`src/rtl/sample_arbiter.sv`:
```
// sample_arbiter: round-robin arbiter that moves one requester sample per cycle
// into a downstream FIFO. It has a RUN/PAUSED host pause and keeps a saturating
// count of stalled cycles.
// Optional build macro SAMPLE_ARB_TAG_EN: when defined, the FIFO word carries
// the granted requester index in its MSBs above the sample data.
module sample_arbiter #(
  parameter int NUM_REQ    = 4,
  parameter int DATA_WIDTH = 32,
  localparam int ID_W      = (NUM_REQ > 2) ? $clog2(NUM_REQ) : 1,
`ifdef SAMPLE_ARB_TAG_EN
  localparam int BACK_W    = ID_W + DATA_WIDTH
`else
  localparam int BACK_W    = DATA_WIDTH
`endif
) (
  input  logic                          clk,
  input  logic                          rst,
  input  logic [NUM_REQ-1:0]            req_valid,
  input  logic [NUM_REQ*DATA_WIDTH-1:0] req_data,
  output logic [NUM_REQ-1:0]            req_ready,
  input  logic                          pause,
  input  logic                          fifo_full,
  output logic                          fifo_enqueue,
  output logic [BACK_W-1:0]             fifo_back,
  output logic                          paused,
  output logic [ID_W-1:0]               grant_id,
  output logic [31:0]                   stall_count
);

  typedef enum logic {RUN = 1'b0, PAUSED = 1'b1} state_t;

  state_t                state_q;
  state_t                state_d;
  logic [ID_W-1:0]       rr_ptr;
  logic [ID_W-1:0]       cand;
  logic [ID_W-1:0]       gnt;
  logic                  found;
  logic                  commit;
  logic [DATA_WIDTH-1:0] gnt_data;
  logic [31:0]           stall_q;

  // Saturating increment for the stall counter.
  function automatic logic [31:0] sat_inc(input logic [31:0] v);
    return (v == 32'hFFFF_FFFF) ? v : v + 32'd1;
  endfunction

  // Cyclic priority search starting at rr_ptr; first valid requester wins.
  always_comb begin
    found = 1'b0;
    gnt   = '0;
    cand  = '0;
    for (int k = 0; k < NUM_REQ; k++) begin
      cand = ID_W'((int'(rr_ptr) + k) % NUM_REQ);
      if (!found && req_valid[cand]) begin
        found = 1'b1;
        gnt   = cand;
      end
    end
  end

  // Next-state logic for the host pause FSM; transitions take effect next cycle.
  always_comb begin
    state_d = state_q;
    case (state_q)
      RUN:     if (pause)  state_d = PAUSED;
      PAUSED:  if (!pause) state_d = RUN;
      default: state_d = RUN;
    endcase
  end

  // State register for the pause FSM.
  always_ff @(posedge clk) begin
    if (rst) state_q <= RUN;
    else     state_q <= state_d;
  end

  // Round-robin pointer moves past the winner only when a sample is accepted.
  always_ff @(posedge clk) begin
    if (rst)         rr_ptr <= '0;
    else if (commit) rr_ptr <= (int'(gnt) == NUM_REQ - 1) ? '0 : gnt + 1'b1;
  end

  // Stalled cycle: running, someone is waiting, nothing accepted.
  always_ff @(posedge clk) begin
    if (rst)                                    stall_q <= '0;
    else if (state_q == RUN && |req_valid && !commit) stall_q <= sat_inc(stall_q);
  end

  assign commit       = found && !fifo_full && (state_q == RUN) && !rst;
  assign gnt_data     = req_data[int'(gnt)*DATA_WIDTH +: DATA_WIDTH];
  assign fifo_enqueue = commit;
  assign req_ready    = commit ? (NUM_REQ'(1) << gnt) : '0;
  assign grant_id     = (found && !rst) ? gnt : '0;
  assign paused       = (state_q == PAUSED);
  assign stall_count  = stall_q;
`ifdef SAMPLE_ARB_TAG_EN
  assign fifo_back    = commit ? {gnt, gnt_data} : '0;
`else
  assign fifo_back    = commit ? gnt_data : '0;
`endif

endmodule

```
`config.mk`:
```
export PLATFORM = sky130hd
export DESIGN_NAME = sample_arbiter
export DESIGN_NICKNAME = d
export VERILOG_FILES = /design/src/rtl/sample_arbiter.sv
export SDC_FILE = /design/constraint.sdc
export NUM_CORES = 1
export LEC_CHECK = 0
export ABC_AREA = 1
export CORE_ASPECT_RATIO = 0.75
export CORE_MARGIN = 2
export CORE_UTILIZATION = 42
export CTS_BUF_LIST = sky130_fd_sc_hd__clkbuf_8 sky130_fd_sc_hd__clkbuf_16
export DETAILED_ROUTE_END_ITERATION = 10
export GPL_ROUTABILITY_DRIVEN = 0
export HOLD_SLACK_MARGIN = 0.15
export PLACE_DENSITY_LB_ADDON = 0.08
export SYNTH_ARGS = -nofsm -noshare
export SYNTH_HDL_FRONTEND = slang
export SYNTH_SLANG_ARGS = --single-unit
```
`constraint.sdc`:
```
create_clock -name clk -period 2.2 [get_ports clk]
set_input_delay 0.33 -clock clk [delete_from_list [all_inputs] [get_ports clk]]
set_output_delay 0.33 -clock clk [all_outputs]
set_load 0.1 [all_outputs]
```
**After elaboration in Yosys (flattened, before gate mapping)**

Cells that the tools add are included.

- Latch bits: 0
- RAM bits: 0
- Bits in read-only memories: 0
- Output and inout port bits: 72
- Memories kept: 0
- Register bits: 35

- Multipliers: 0
- Add/subtract/negate cells: 5
- Eq/ne operators: 2
- Bitwise operators: 2
- $lt $le $gt $ge: 4
- Shifts and indexed selects: 2
- Reductions and logical operators: 17
- Mux-type cells: 21
- Div/mod/pow operators: 0

Operators by type and width:

| operator | count |
|---|---|
| 128-bit by 8-bit variable part select with 32-bit output | 1 |
| 32-bit by 1-bit adder with 32-bit output (second input constant) | 1 |
| 32-bit == test (second input constant) | 1 |
| 32-bit two-way mux | 1 |
| 2-bit by 3-bit less-than comparator with 1-bit output (second input constant) | 4 |
| 2-bit two-way mux | 6 |
| 1-bit logical AND | 9 |
| 1-bit two-way mux | 9 |
| 1-bit binary-select mux with 2-bit select | 4 |
| 1-bit logical NOT | 6 |
| 2-bit by 1-bit adder with 2-bit output (second input constant) | 2 |
| 2-bit adder (second input constant) | 2 |
| 4-bit two-way mux | 1 |
| 4-bit OR reduction | 1 |
| 1-bit by 2-bit << shifter with 4-bit output (first input constant) | 1 |
| 2-bit by 1-bit == test with 1-bit output (second input constant) | 1 |
| 1-bit NOT | 2 |
| 2-bit AND reduction | 1 |

**Depth between registers and ports, before layout**

Gate-level depths: netlist of run 1.

- Word-level depth: 18
- Depth in mapped cells: 14
- Mapped depth without buffers: 13

**Least setup slack after synthesis of run 1**

No wires, ideal clock.

- Path kind: register to output
- From: reg state_q (netlist: paused)
- To: out fifo_back[25]
- Path buffers: 1
- Stages on the path, launching flop included: 5
- Arrival: 4.969 ns
- Path slack: -3.099 ns
- Required time: 1.870 ns
- Path through: dfxtp_1 > nor3_1 > inv_1 > clkbuf_1 > a21oi_1

- Longest elaborated chain between the ends: 4

Ends and longest elaborated chain:

| element | RTL line | source |
|---|---|---|
| from (decl) | 32 | `state_t state_q;` |
| from (signal assigned) | 74 | `else state_q <= state_d;` |
| 1-bit NOT | n/a |  |
| 1-bit logical AND (2 in series) | 89 | `assign commit = found && !fifo_full && (state_q == RUN) && !rst;` |
| net fifo_enqueue | 23 | `output logic fifo_enqueue,` |
| 32-bit two-way mux | 99 | `assign fifo_back = commit ? gnt_data : '0;` |
| to (decl) | 24 | `output logic [BACK_W-1:0] fifo_back,` |

The timed path passes the listed nets, and every way through them passes these cells.

**Worst setup path after layout of run 1**

- From: reg rr_ptr[0]
- To: out fifo_back[4]

- Longest elaborated chain between the ends: 16
- Elaborated cells between the ends (all ways): 30
- Classes of those cells: 3 x add/sub; 1 x shift; 17 x mux; 9 x reduce/logical

Ends and longest elaborated chain:

| element | RTL line | source |
|---|---|---|
| from (decl) | 34 | `logic [ID_W-1:0] rr_ptr;` |
| from (signal assigned) | 80 | `else if (commit) rr_ptr <= (int'(gnt) == NUM_REQ - 1) ? '0 : gnt + 1'b1;` |
| parallel branches: the longest is 15 deep, another holds 2-bit by 1-bit adder with 2-bit output | n/a |  |
| 32-bit two-way mux (*) | 99 |  |

Mark *: on every way between the ends. The select of a mux whose other input is x is not followed.

==> out/metrics.csv, run 1 <==
stage;metric;value;unit
floorplan;ios;208;
setup_path;crit_path_end_kind;primary output;
setup_path;path_class;flop to primary output;
sta;fin_hold_ws;0.494;ns
placement;dp_slack;-0.584;ns
sta;period_share;126;%
sta;drv_slew;0;
synthesis;synth.top_cells.by_area;dfxtp_1 (17%), nand2_1 (15%), inv_1 (13%), nand3_1 (11%), nand3b_1 (6.0%);
hold_path;min_path_type;flop to flop;
sta;worst_slack;-0.582;ns
floorplan;dieHeight;91.1;um
detailed_routing;dr.pass1.iters;6;
clock_tree;cts_hold_buf;0;
clock_tree;path_clk_slew;0.06;ns
synthesis;synth.top_cell.area_share;16.5;%
power_and_ir_drop;vdd_drop_max;0.424;mV
floorplan;initial_core_util;43.6;%
synthesis;netlist.top_cell.by_area;dfxtp_1;
clock_tree;numCtsBuffers;5;
clock_tree;h-tree-depth;2;
synthesis;ys_types;27;
detailed_routing;ant_nets;0;
global_routing;grt_max_degree;36;
floorplan;die-area;0.0109;mm^2
setup_path;worstPathMaxFanout;10;
global_routing;use_met1;41.5;%
setup_path;worstPathArrival;2.45;ns
synthesis;netlist_area;0.00424;mm^2
clock_tree;cts_max_path_buffers;2;
setup_path;r2r_cells;15;
global_routing;antenna_found_initial;1;
sta;rsz0062_at_grt;true;
global_routing;grt-busiest-layer;met2;
synthesis;synth.yosys.warnings;0;
clock_tree;cts_tree;built;
synthesis;synth_ff_type;dfxtp_1;
synthesis;synth_seq_cells;35;
run_status;status;complete, but fails checks;
floorplan;std_cell_rows;31;
sta;clock.fmax;359;MHz
detailed_routing;viasPerCell;5.49;
final_layout;drive_above_1_share;32.1;%
floorplan;die_w;120;um
sta;post-route-min-period;2.78;ns
clock_tree;root_buffer;clkbuf_16;
synthesis;async_reset_ff_share;0;%
final_layout;syn2layout_area_growth;95.1;%
setup_path;critPathRequiredTime;1.87;ns
sta;clock_skew;0.00720;ns
sta;final_hold_viol_count;0;
sta;tns;-19.86;ns
global_routing;met2_usage;57.6;%
final_layout;nets;1111;
synthesis;syn_nets;884;
global_routing;grt_pass1_vias;5876;
power_and_ir_drop;fin_total_pwr;5320;uW
power_and_ir_drop;power.density;642;mW/mm^2
global_routing;grt_pass1_wl;29600;um
global_routing;met3_usage;6.09;%
sta;tightest_slew;0.519;ns
synthesis;syn-instance-count;743;
synthesis;synth-edff-count;0;
global_routing;globalRoute.totalOverflow;0;
flow_run;maxCapViolCount;0;
placement;dp_hpwl;13000;um
clock_tree;clock_sinks;35;
synthesis;avgSynthCellArea;5.71;um^2
detailed_routing;dr.first_iter.drc_count;585;
power_and_ir_drop;p_leak;0.00364;uW
sta;setup_viol;39;
placement;numPortBuffers;207;
run_status;violations;negative setup slack;
hold_path;whs_path_depth;1;
clock_tree;clock_latency;0.28;ns
detailed_routing;routed_wl;19800;um
synthesis;synth_seq_area_share;16.5;%
sta;slew-limit-headroom;65.1;%
floorplan;core-area;0.00974;mm^2
detailed_routing;wl_per_cell;18.0;um
final_layout;final_util;85.0;%
detailed_routing;via_count;6054;
detailed_routing;drcViolationCount;0;
global_routing;grtUsageTotal;33.4;%
setup_path;cp-start-kind;flop;
## final timing paths
| kind | from | end | slack (ns) |
|---|---|---|---|
| setup / recovery | rr_ptr[0] | fifo_back[4] | -0.58 |
| hold / removal | stall_count[6] | stall_count[6] | 0.49 |
| setup reg to reg | rr_ptr[0] | rr_ptr[1] | -0.03 |
| hold reg to reg | stall_count[6] | stall_count[6] | 0.49 |
## per-stage QoR
stage | instance area, um^2 | cells
floorplan | 4700 | 743
global placement | 7310 | 1075
detailed placement | 7310 | 1075
CTS | 7990 | 1096
global route | 8280 | 1103
finish | 8280 | 1103
## per-layer routing
metal,part of all wire [%],up-vias
met5,0,-
met4,4.4,0
met3,9.8,80
met2,47,378
met1,38,2820
li1,-,2776
## timing repair
item	4_1_cts	5_1_grt
setup buffers	7	5
resized for setup	78	51
gates cloned	7	2
endpoints found under the setup margin	39	39
pin swaps	30	26
## cells in the final DEF, fill, tap and decap left out, types with 4 or more instances in the layout
cell               n
inv_2              7
buf_6             10
nand3_2           37
o21ai_0            9
xor2_1            10
nor2_1            39
dlygate4sd2_1      4
nor2_4             7
clkdlybuf4s50_1  131
clkbuf_16          7
nand3_1           68
xnor2_1            6
nand2_1          148
inv_1            136
nand3_4           12
a21oi_4           32
a21oi_1           24
nand2_2           30
nand2_4           13
buf_16             6
dfxtp_2           24
buf_4             53
dfxtp_1            8
buf_12            52
nand3b_1          34
nand4_1            5
nor3_1            29
## registers in the layout, summed over array words and instances, names as in the netlist
signal / count
paused: 1
rr_ptr: 2
stall_count: 32
## final cells by class
type / count / area (um^2)
Timing Repair Buffer: 260 / 3140
Fill cell: 558 / 1460
Tap cell: 132 / 165
Inverter: 147 / 583
Clock buffer: 5 / 125
Multi-Input combinational cell: 521 / 3510
Clock inverter: 2 / 7.51
Antenna cell: 1 / 2.50
Sequential cell: 35 / 742
## critical path, stage by stage (launching register included)
cell      delay (ns)
dfxtp_4         0.37
buf_6           0.13
nand2_4         0.07
nand2_4         0.08
nand2_4         0.09
nand2_4         0.07
nor2_4          0.11
buf_6           0.11
nand2_1         0.07
nand3_2         0.11
nand2_4         0.14
clkinv_8        0.12
buf_12          0.15
nand3_1         0.13
a21oi_4         0.21
buf_12          0.19
## report_power, final
group          switching [uW]  total, uW  internal (uW)
Combinational            2340       3990           1650
Sequential               20.3        666            645
Clock                     256        661            405
## kinds of logic after synthesis
group	Yosys count	synth area share (%)
flip-flops	35	16.5
AND/OR/NAND/NOR	431	50.8
XOR/XNOR	16	3.30
AO/OA/AOI/OAI	69	9.96
buffers and inverters	187	18.0
adder cells (fa/ha/maj)	5	1.47
## cells in the mapped netlist (20+ instances only)
cell / number
nand2_1: 164
inv_1: 144
nand3_1: 93
nor2_1: 47
a21oi_1: 37
dfxtp_1: 35
nand3b_1: 34
nor3_1: 30
nand2_2: 28
buf_2: 24
nand3_2: 24
a21oi_2: 20
(Power assumes the default switching activity.)
==> inputs of run 2 (changes only) <==
Settings changed: SKIP_CTS_REPAIR_TIMING set to 1, SLEW_MARGIN set to 40.
==> out/metrics.csv, run 2 (synthesized netlist as in run 1, its figures left out) <==
stage;metric;value;unit;change
setup_path;path_class;flop to primary output;;
detailed_routing;viasPerCell;5.41;;-1.5%
power_and_ir_drop;power.density;623;mW/mm^2;-3.0%
detailed_routing;dr.first_iter.drc_count;448;;-23%
hold_path;min_path_type;flop to flop;;
power_and_ir_drop;p_leak;0.00359;uW;-1.5%
detailed_routing;ant_nets;0;;unchanged
sta;slew-limit-headroom;63.8;%;-1.3 points
setup_path;critPathTopFamily;simple AND/OR/NAND/NOR gates;;
power_and_ir_drop;fin_total_pwr;5000;uW;-6.1%
setup_path;worstPathMaxFanout;13;;+3
power_and_ir_drop;p_int;2520;uW;-6.9%
sta;tightest_slew;0.538;ns;+0.0190 ns
detailed_routing;dr.pass1.iters;5;;-1
global_routing;grt_pass1_vias;5385;;-8.4%
floorplan;dieHeight;91.1;um;unchanged
detailed_routing;wl_per_cell;17.2;um;-4.2%
placement;numPortBuffers;207;;unchanged
power_and_ir_drop;comb_power_share;73.5;%;-1.6 points
sta;period_share;122;%;-4.7 points
sta;final_hold_viol_count;0;;unchanged
global_routing;globalRoute.totalOverflow;0;;unchanged
clock_tree;path_clk_slew;0.06;ns;about the same
sta;setup_viol;38;;-2.6%
setup_path;cp-start-kind;flop;;
global_routing;grt_pass1_wl;26500;um;-10%
clock_tree;clock_sinks;35;;unchanged
run_status;violations;negative setup slack;;
floorplan;core-area;0.00974;mm^2;unchanged
floorplan;initial_core_util;43.6;%;unchanged
sta;rsz0062_at_grt;true;;
clock_tree;clock_latency;0.28;ns;about the same
clock_tree;root_buffer;clkbuf_16;;
final_layout;largest_reg_flops;32;;unchanged
run_status;status;complete, but fails checks;;
setup_path;r2r_start;rr_ptr[0];;
setup_path;worstPathArrival;2.35;ns;-0.10 ns
sta;clock_skew;0.00865;ns;+0.00145 ns
global_routing;grtUsageTotal;29.5;%;-3.9 points
final_layout;mostFrequentLayoutCells;nand2_1 (148), inv_1 (139), clkdlybuf4s50_1 (131);;
detailed_routing;via_count;5928;;-2.1%
setup_path;cp_slowest_cell;dfxtp_2;;
setup_path;crit_path_end_kind;primary output;;
clock_tree;numCtsBuffers;5;;unchanged
setup_path;cp_num_buf_inv;3;;-2
final_layout;diodes;0;;-1
final_layout;drive_above_1_share;30.5;%;-1.6 points
floorplan;die_w;120;um;unchanged
power_and_ir_drop;power.share.switching;49.6;%;+0.45 points
floorplan;ios;208;;unchanged
setup_path;worstPathCellList;buf_4, nand2_1, nand2_1, nand2_2, nand2_4, nor2_4, nand3_4, nand2_8, nand2_8, buf_12, nand2_1, nand3_1, a21oi_4, buf_12;;
floorplan;std_cell_rows;31;;unchanged
setup_path;timing.rr.end;rr_ptr[1];;
sta;worst_slack;-0.479;ns;+0.103 ns
clock_tree;h-tree-depth;2;;unchanged
hold_path;whs_path_depth;1;;unchanged
final_layout;multi_input_area;0.00337;mm^2;-4.1%
power_and_ir_drop;seq_power_share;13.3;%;+0.8 points
final_layout;syn2layout_area_growth;88.9;%;
setup_path;r2r_slack;0.09;ns;+0.12 ns
detailed_routing;drcViolationCount;0;;unchanged
hold_path;hold_end;stall_count[6];;
detailed_routing;routed_wl;18900;um;-4.8%
setup_path;r2r_cells;14;;-1
final_layout;final_common_cell;nand2_1;;
power_and_ir_drop;p_sw;2480;uW;-5.2%
final_layout;regArea;739;um^2;-0.34%
final_layout;nets;1105;;-0.54%
setup_path;slowest_delay;0.35;ns;-0.02 ns
clock_tree;cts_max_path_buffers;2;;unchanged
setup_path;critPathRequiredTime;1.87;ns;about the same
power_and_ir_drop;clkPwrFrac;13.2;%;+0.8 points
placement;dp_hpwl;13000;um;unchanged
setup_path;crit_path_frequent_cell;nand2_1;;
sta;post-route-min-period;2.68;ns;-0.103 ns
clock_tree;cts_tree;built;;
floorplan;die-area;0.0109;mm^2;unchanged
final_layout;nFillCells;628;;+13%
global_routing;grt_max_degree;44;;+22%
sta;clock.fmax;373;MHz;+3.9%
flow_run;maxCapViolCount;0;;unchanged
hold_path;min-delay-start;stall_count[6];;
sta;drv_slew;0;;unchanged
global_routing;antenna_found_initial;0;;-1
sta;tns;-16.40;ns;+3.47 ns
power_and_ir_drop;vdd_drop_max;0.352;mV;-17%
## run 2: cell types whose count changed in the layout (fill, tap and decap cells not counted), sizes merged
| cell | previous run | this run |
|---|---|---|
| dlygate4sd2 | 4 | 0 |
| diode | 1 | 0 |
| dlymetal6s2s | 0 | 4 |
| clkbuf | 7 | 11 |
| nand2 | 192 | 193 |
| buf | 123 | 112 |
| clkinv | 2 | 1 |
| inv | 147 | 148 |
## run 2: layer usage
layer,wire length [um],part of all wire (%),up-vias,global-route usage [%]
li1,-,-,2775,-
met1,7460,39,2743,38.2
met2,8920,47,353,49.5
met3,1910,10,57,5.65
met4,597,3.2,0,9.02
met5,0,0,-,0
## run 2: how the worst max path moves through the flow
stage | start | end | slack [ns] | depth (start not counted)
finish | rr_ptr[1] | fifo_back[4] | -0.48 | 14
global route | rr_ptr[0] | fifo_back[24] | -0.56 | 14
CTS | req_valid[0] | fifo_back[2] | -0.59 | 14
detailed placement | req_valid[0] | fifo_back[31] | -0.58 | 14
global placement | req_valid[0] | req_ready[3] | -0.51 | 15
floorplan | req_valid[0] | fifo_back[25] | -0.47 | 7
## run 2: final cells by class
class                      count  area share, %
clock buffer                   5           1.56
clock inverter                 2         0.0937
inverter                     147           7.21
multi-input combinational    522           42.0
sequential                    35           9.23
tap                          132           2.06
timing repair buffer         253           37.8
## run 2: worst register-to-register path, cell delays in order (launching register included)
cell     delay, ns
dfxtp_4       0.40
buf_6         0.12
nand2_1       0.05
nand2_1       0.11
nand2_1       0.08
nand2_2       0.09
nor2_2        0.05
nor2_4        0.15
nand2_8       0.11
nand2_8       0.14
buf_12        0.14
inv_1         0.06
ha_1          0.31
o21ai_1       0.13
a21oi_1       0.05
## run 2: per-stage QoR
step	cell area [um^2]	setup WS, ns	cells	hold WS [ns]	util, %
floorplan	4700	-0.470	743	0.399	-
global placement	7310	-0.509	1075	0.456	75.1
detailed placement	7310	-0.584	1075	0.460	75.1
CTS	7440	-0.587	1082	0.473	76.5
global route	8020	-0.557	1096	0.488	82.3
finish	8020	-0.479	1096	0.479	82.3
## run 2: power groups by stage
stage	clock network [uW]	registers, uW	logic [uW]
detailed placement	0	673	3030
global route	703	665	3850
global placement	0	673	2960
CTS	654	660	3040
finish	661	665	3670
floorplan	0	710	2010
==> RTL edit 1: new RTL, config.mk and constraints of run 2 <==
The parameter `DATA_WIDTH` goes from 32 to 28.
--- a/src/rtl/sample_arbiter.sv
+++ b/src/rtl/sample_arbiter.sv
@@ -7,3 +7,3 @@
   parameter int NUM_REQ    = 4,
-  parameter int DATA_WIDTH = 32,
+  parameter int DATA_WIDTH = 28,
   localparam int ID_W      = (NUM_REQ > 2) ? $clog2(NUM_REQ) : 1,
Interface: changed (resized fifo_back and req_data); port bits go from 208 to 188. The function was not compared with the original's and may differ.
==> RTL edit 1 against run 2 <==
- the run still ends with setup timing left
- count of clock-buffer cells in the layout is the same
- sequential cell count unchanged
- cell count is 7.5% lower
- critical path type unchanged
- final area down 2.9%
- synthesized area fell by 9.7%
- critical endpoint is now fifo_back[22]
- wire length is 0.52% higher
- total power is 3.1% higher
- register-to-register slack got worse by 0.03 ns
- setup slack improved by 0.019 ns
- largest power group unchanged
- first-iteration DRC count increased by 5.8%
==> RTL edit 1: results (changes against run 2) <==
<table>
<tr><th>Metric</th><th>Value</th></tr>
<tr><th colspan="2">Routing</th></tr>
<tr><td>Wire length after detailed routing</td><td>19.0 mm (was 18.9 mm)</td></tr>
<tr><th colspan="2">Status</th></tr>
<tr><td>Run status</td><td>complete, but fails checks (unchanged)</td></tr>
<tr><td>Violations in the final reports</td><td>setup timing (unchanged)</td></tr>
<tr><th colspan="2">Power</th></tr>
<tr><td>Clock network power consumption</td><td>0.679 mW (was 0.661 mW)</td></tr>
<tr><td>Power in combinational cells</td><td>3.80 mW (was 3.67 mW)</td></tr>
<tr><td>IR drop worst, VDD</td><td>0.376 mV (was 0.352 mV)</td></tr>
<tr><td>Net switching power</td><td>2.55 mW (was 2.48 mW)</td></tr>
<tr><th colspan="2">Global route</th></tr>
<tr><td>Aggregate global-route resource usage</td><td>29.9% (was 29.5%)</td></tr>
<tr><td>Met1 track demand over resource in global routing</td><td>36.8% (was 38.2%)</td></tr>
<tr><td>Met3 demand-to-capacity share in global routing</td><td>9.23% (was 5.65%)</td></tr>
<tr><th colspan="2">Cells and area</th></tr>
<tr><td>Count of nets after finishing</td><td>1026 (was 1105)</td></tr>
<tr><th colspan="2">Timing</th></tr>
<tr><td>Final worst-path setup slack</td><td>-0.460 ns (was -0.479 ns)</td></tr>
<tr><td>Setup-violating endpoint count in the final report</td><td>34 (was 38)</td></tr>
<tr><td>Transition time of the tightest slew-check pin</td><td>0.500 ns (was 0.538 ns)</td></tr>
<tr><td>Setup TNS Final</td><td>-13.79 ns (was -16.40 ns)</td></tr>
<tr><th colspan="2">Min path</th></tr>
<tr><td>Worst Hold Path EP</td><td>stall_count[0]$_SDFFE_PP0P_ (was stall_count[6]$_SDFFE_PP0P_)</td></tr>
<tr><th colspan="2">Setup path</th></tr>
<tr><td>Arr. time, crit path</td><td>2.33 ns (was 2.35 ns)</td></tr>
<tr><td>Register-to-register setup slack</td><td>0.06 ns (was 0.09 ns)</td></tr>
<tr><td>Max incr delay on CP</td><td>0.40 ns (was 0.35 ns)</td></tr>
<tr><th colspan="2">Synth</th></tr>
<tr><td>Adder-cell share of the synthesized area</td><td>1.63% (was 1.47%)</td></tr>
<tr><td>Mean post-synth cell area</td><td>5.54 sq um (was 5.71 sq um)</td></tr>
<tr><td>Synthesized Nets</td><td>817 (was 884)</td></tr>
<tr><td>Ranking of synthesized cells by instance count</td><td>nand2_1, inv_1, nand4_1 (was nand2_1, inv_1, nand3_1)</td></tr>
<tr><td>Fraction of the mapped netlist area in compound gates</td><td>8.19% (was 9.96%)</td></tr>
<tr><th colspan="2">Placement</th></tr>
<tr><td>Instance area after placement</td><td>0.00682 sq mm (was 0.00731 sq mm)</td></tr>
<tr><td>Detailed-placement wirelength estimate</td><td>11.7 mm (was 13.0 mm)</td></tr>
<tr><td>Number of placed cells counting well taps</td><td>987 (was 1075)</td></tr>
</table>
-- RTL edit 1: how the worst max path moves through the flow --
| stage | endpoint | startpoint | slack (ns) | cells past startpoint |
|---|---|---|---|---|
| 3_3_place_gp | fifo_back[23] | req_valid[3] | -0.42 | 15 |
| 4_1_cts | fifo_back[17] | req_valid[0] | -0.50 | 13 |
| 6_report | fifo_back[22] | rr_ptr[0]$_SDFFE_PP0P_ | -0.46 | 15 |
| 3_5_place_dp | fifo_back[23] | req_valid[3] | -0.49 | 15 |
| 5_1_grt | fifo_back[14] | rr_ptr[0]$_SDFFE_PP0P_ | -0.54 | 15 |
| 2_1_floorplan | fifo_back[17] | rr_ptr[0]$_SDFFE_PP0P_ | -0.14 | 13 |
-- RTL edit 1: cell type report --
class,instances,area [sq um]
clock inverters,3,12.5
inverters,102,414
multi-input cells,513,3410
clock buffers,5,125
fillers,483,1190
well taps,112,140
flip-flops and latches,35,739
repair buffers,244,2940
==> RTL edit 2: new RTL, flow settings as in run 2 <==
Without the edit above. Put one more register stage on the output `stall_count`. The value now appears one clock later. The other outputs are not delayed to match.
--- a/src/rtl/sample_arbiter.sv
+++ b/src/rtl/sample_arbiter.sv
@@ -94,3 +94,5 @@
   assign paused       = (state_q == PAUSED);
-  assign stall_count  = stall_q;
+  always_ff @(posedge clk) begin
+    stall_count <= stall_q;
+  end
 `ifdef SAMPLE_ARB_TAG_EN
Behaviour: not the same (Yosys sat finds a counterexample within 4 cycles, from zero or initial values and one cycle with rst high).
==> RTL edit 2 against run 2 <==
- the flow still finishes with violations (setup timing)
- critical path type unchanged
- total power up 33%
- utilization down 0.083 points
- highest routed layer unchanged
- setup slack worse by 0.082 ns
- synthesized area up 8.8%
- largest power group unchanged
- sequential cell count up 32
- clock power up 110%
- maximum frequency down 3.0%
- global-route usage down 3.9 points
- wire length up 1.6%
- register-to-register slack better by 0.06 ns
- final area up 11%
==> RTL edit 2: results (changes against run 2) <==
<table>
<tr><th>Metric</th><th>Value</th></tr>
<tr><th colspan="2">Clock network</th></tr>
<tr><td>Total clock buffers created by CTS</td><td>9 (was 5)</td></tr>
<tr><td>H-tree level count</td><td>3 (was 2)</td></tr>
<tr><th colspan="2">Timing</th></tr>
<tr><td>Setup-violating endpoint count in the final report</td><td>38 (unchanged)</td></tr>
<tr><td>Setup TNS Final</td><td>-18.52 ns (was -16.40 ns)</td></tr>
<tr><td>Final worst-path setup slack</td><td>-0.561 ns (was -0.479 ns)</td></tr>
<tr><td>Worst relative slew slack</td><td>66.8% (was 63.8%)</td></tr>
<tr><td>Worst hold margin</td><td>0.367 ns (was 0.479 ns)</td></tr>
<tr><th colspan="2">Placement</th></tr>
<tr><td>Instance area after placement</td><td>0.00772 sq mm (was 0.00731 sq mm)</td></tr>
<tr><td>Detailed-placement wirelength estimate</td><td>12.2 mm (was 13.0 mm)</td></tr>
<tr><th colspan="2">Routing</th></tr>
<tr><td>Via count normalized by instance count</td><td>5.36 (was 5.41)</td></tr>
<tr><td>Routed wire per std cell</td><td>16.9 microns (was 17.2 microns)</td></tr>
<tr><th colspan="2">Global route</th></tr>
<tr><td>Met2 track demand over resource</td><td>42.3% (was 49.5%)</td></tr>
<tr><td>Via count of the first global-routing pass</td><td>5116 (was 5385)</td></tr>
<tr><td>Met1 track demand over resource in global routing</td><td>32.5% (was 38.2%)</td></tr>
<tr><td>Aggregate global-route resource usage</td><td>25.6% (was 29.5%)</td></tr>
<tr><td>Met3 demand-to-capacity share in global routing</td><td>8.05% (was 5.65%)</td></tr>
<tr><td>Largest net degree at the start of global routing</td><td>65 (was 44)</td></tr>
<tr><th colspan="2">Synth</th></tr>
<tr><td>Ranking of synthesized cells by instance count</td><td>nand2_1, inv_1, nand4_1 (was nand2_1, inv_1, nand3_1)</td></tr>
<tr><td>Share of the yosys chip area belonging to registers</td><td>29.1% (was 16.5%)</td></tr>
<tr><td>Yosys cell types</td><td>31 (was 27)</td></tr>
<tr><td>Most area-consuming cells after synthesis</td><td>dfxtp_1, nand2_1, nand4_1 (was dfxtp_1, nand2_1, inv_1)</td></tr>
<tr><th colspan="2">Setup path</th></tr>
<tr><td>Worst reg2reg startpoint</td><td>stall_q[0]$_SDFFE_PP0P_ (was rr_ptr[0]$_SDFFE_PP0P_)</td></tr>
<tr><td>Depth of the most critical reg-to-reg path</td><td>11 (was 14)</td></tr>
<tr><td>Worst setup startpoint</td><td>rr_ptr[0]$_SDFFE_PP0P_ (was rr_ptr[1]$_SDFFE_PP0P_)</td></tr>
<tr><th colspan="2">Power</th></tr>
<tr><td>Switching part of the total power</td><td>43.3% (was 49.6%)</td></tr>
<tr><th colspan="2">Status</th></tr>
<tr><td>Run status</td><td>complete, but fails checks (unchanged)</td></tr>
<tr><td>Violations in the final reports</td><td>setup timing (unchanged)</td></tr>
</table>
RTL edit 2: final cells by class:
class	count	area, sq um
inverter	111	448
sequential	67	1350
timing repair buffer	265	3170
clock inverter	4	42.5
multi-input combinational	540	3460
clock buffer	11	253
tap	140	175
fill	706	1920
RTL edit 2: power by group through the flow:
stage          Clock [mW]  Combinational [mW]  Sequential (mW)
2_1_floorplan           0                2.04             1.31
3_3_place_gp            0                3.00             1.27
3_5_place_dp            0                3.06             1.27
4_1_cts              1.42                3.06             1.24
5_1_grt              1.47                4.21             1.25
6_report             1.40                4.01             1.25
RTL edit 2: how the worst min path moves through the flow:
stage,cells past startpoint,from,to
after global routing,0,stall_q[2]$_SDFFE_PP0P_,stall_count[2]$_DFF_P_
after CTS,0,stall_q[28]$_SDFFE_PP0P_,stall_count[28]$_DFF_P_
final,0,stall_q[28]$_SDFFE_PP0P_,stall_count[28]$_DFF_P_
after floorplan,0,stall_q[2]$_SDFFE_PP0P_,stall_count[2]$_DFF_P_
after global placement,0,stall_q[28]$_SDFFE_PP0P_,stall_count[28]$_DFF_P_
after detailed placement,0,stall_q[28]$_SDFFE_PP0P_,stall_count[28]$_DFF_P_
RTL edit 2: logic make-up (layout without fill, tap and decap cells):
logic type | Yosys count | after routing | share of synthesized area [%]
xor+xnor | 14 | 14 | 2.66
flops | 67 | 67 | 29.1
buf+inv | 157 | 391 | 15.1
simple gates | 450 | 451 | 44.2
compound gates | 70 | 70 | 7.64
fa+ha+maj | 5 | 5 | 1.36
RTL edit 2: through the flow:
stage | worst slack [ns] | power (mW)
6_report | -0.561 | 6.66
2_1_floorplan | -0.597 | 3.35
5_1_grt | -0.649 | 6.93
3_5_place_dp | -0.576 | 4.32
4_1_cts | -0.594 | 5.73
3_3_place_gp | -0.518 | 4.27
RTL edit 2: worst max-delay path, cell delays in order, from the launching register on:
cell and delay (ns):
dfxtp_4 0.39, buf_6 0.14, nand2_4 0.06, nand2_4 0.09, nand2_2 0.06, nand2_2 0.07
nand2_2 0.08, nand2_2 0.09, nand2_4 0.09, nand3_4 0.23, clkbuf_16 0.21, nand2_2 0.05
nand2_2 0.06, nand2_2 0.08, a21oi_4 0.17, buf_12 0.19
RTL edit 2: layer usage:
metal	up-vias	share of wire, %
met5	-	0
met4	0	2.9
met3	43	8.8
met2	307	48
met1	2827	41
li1	2918	-
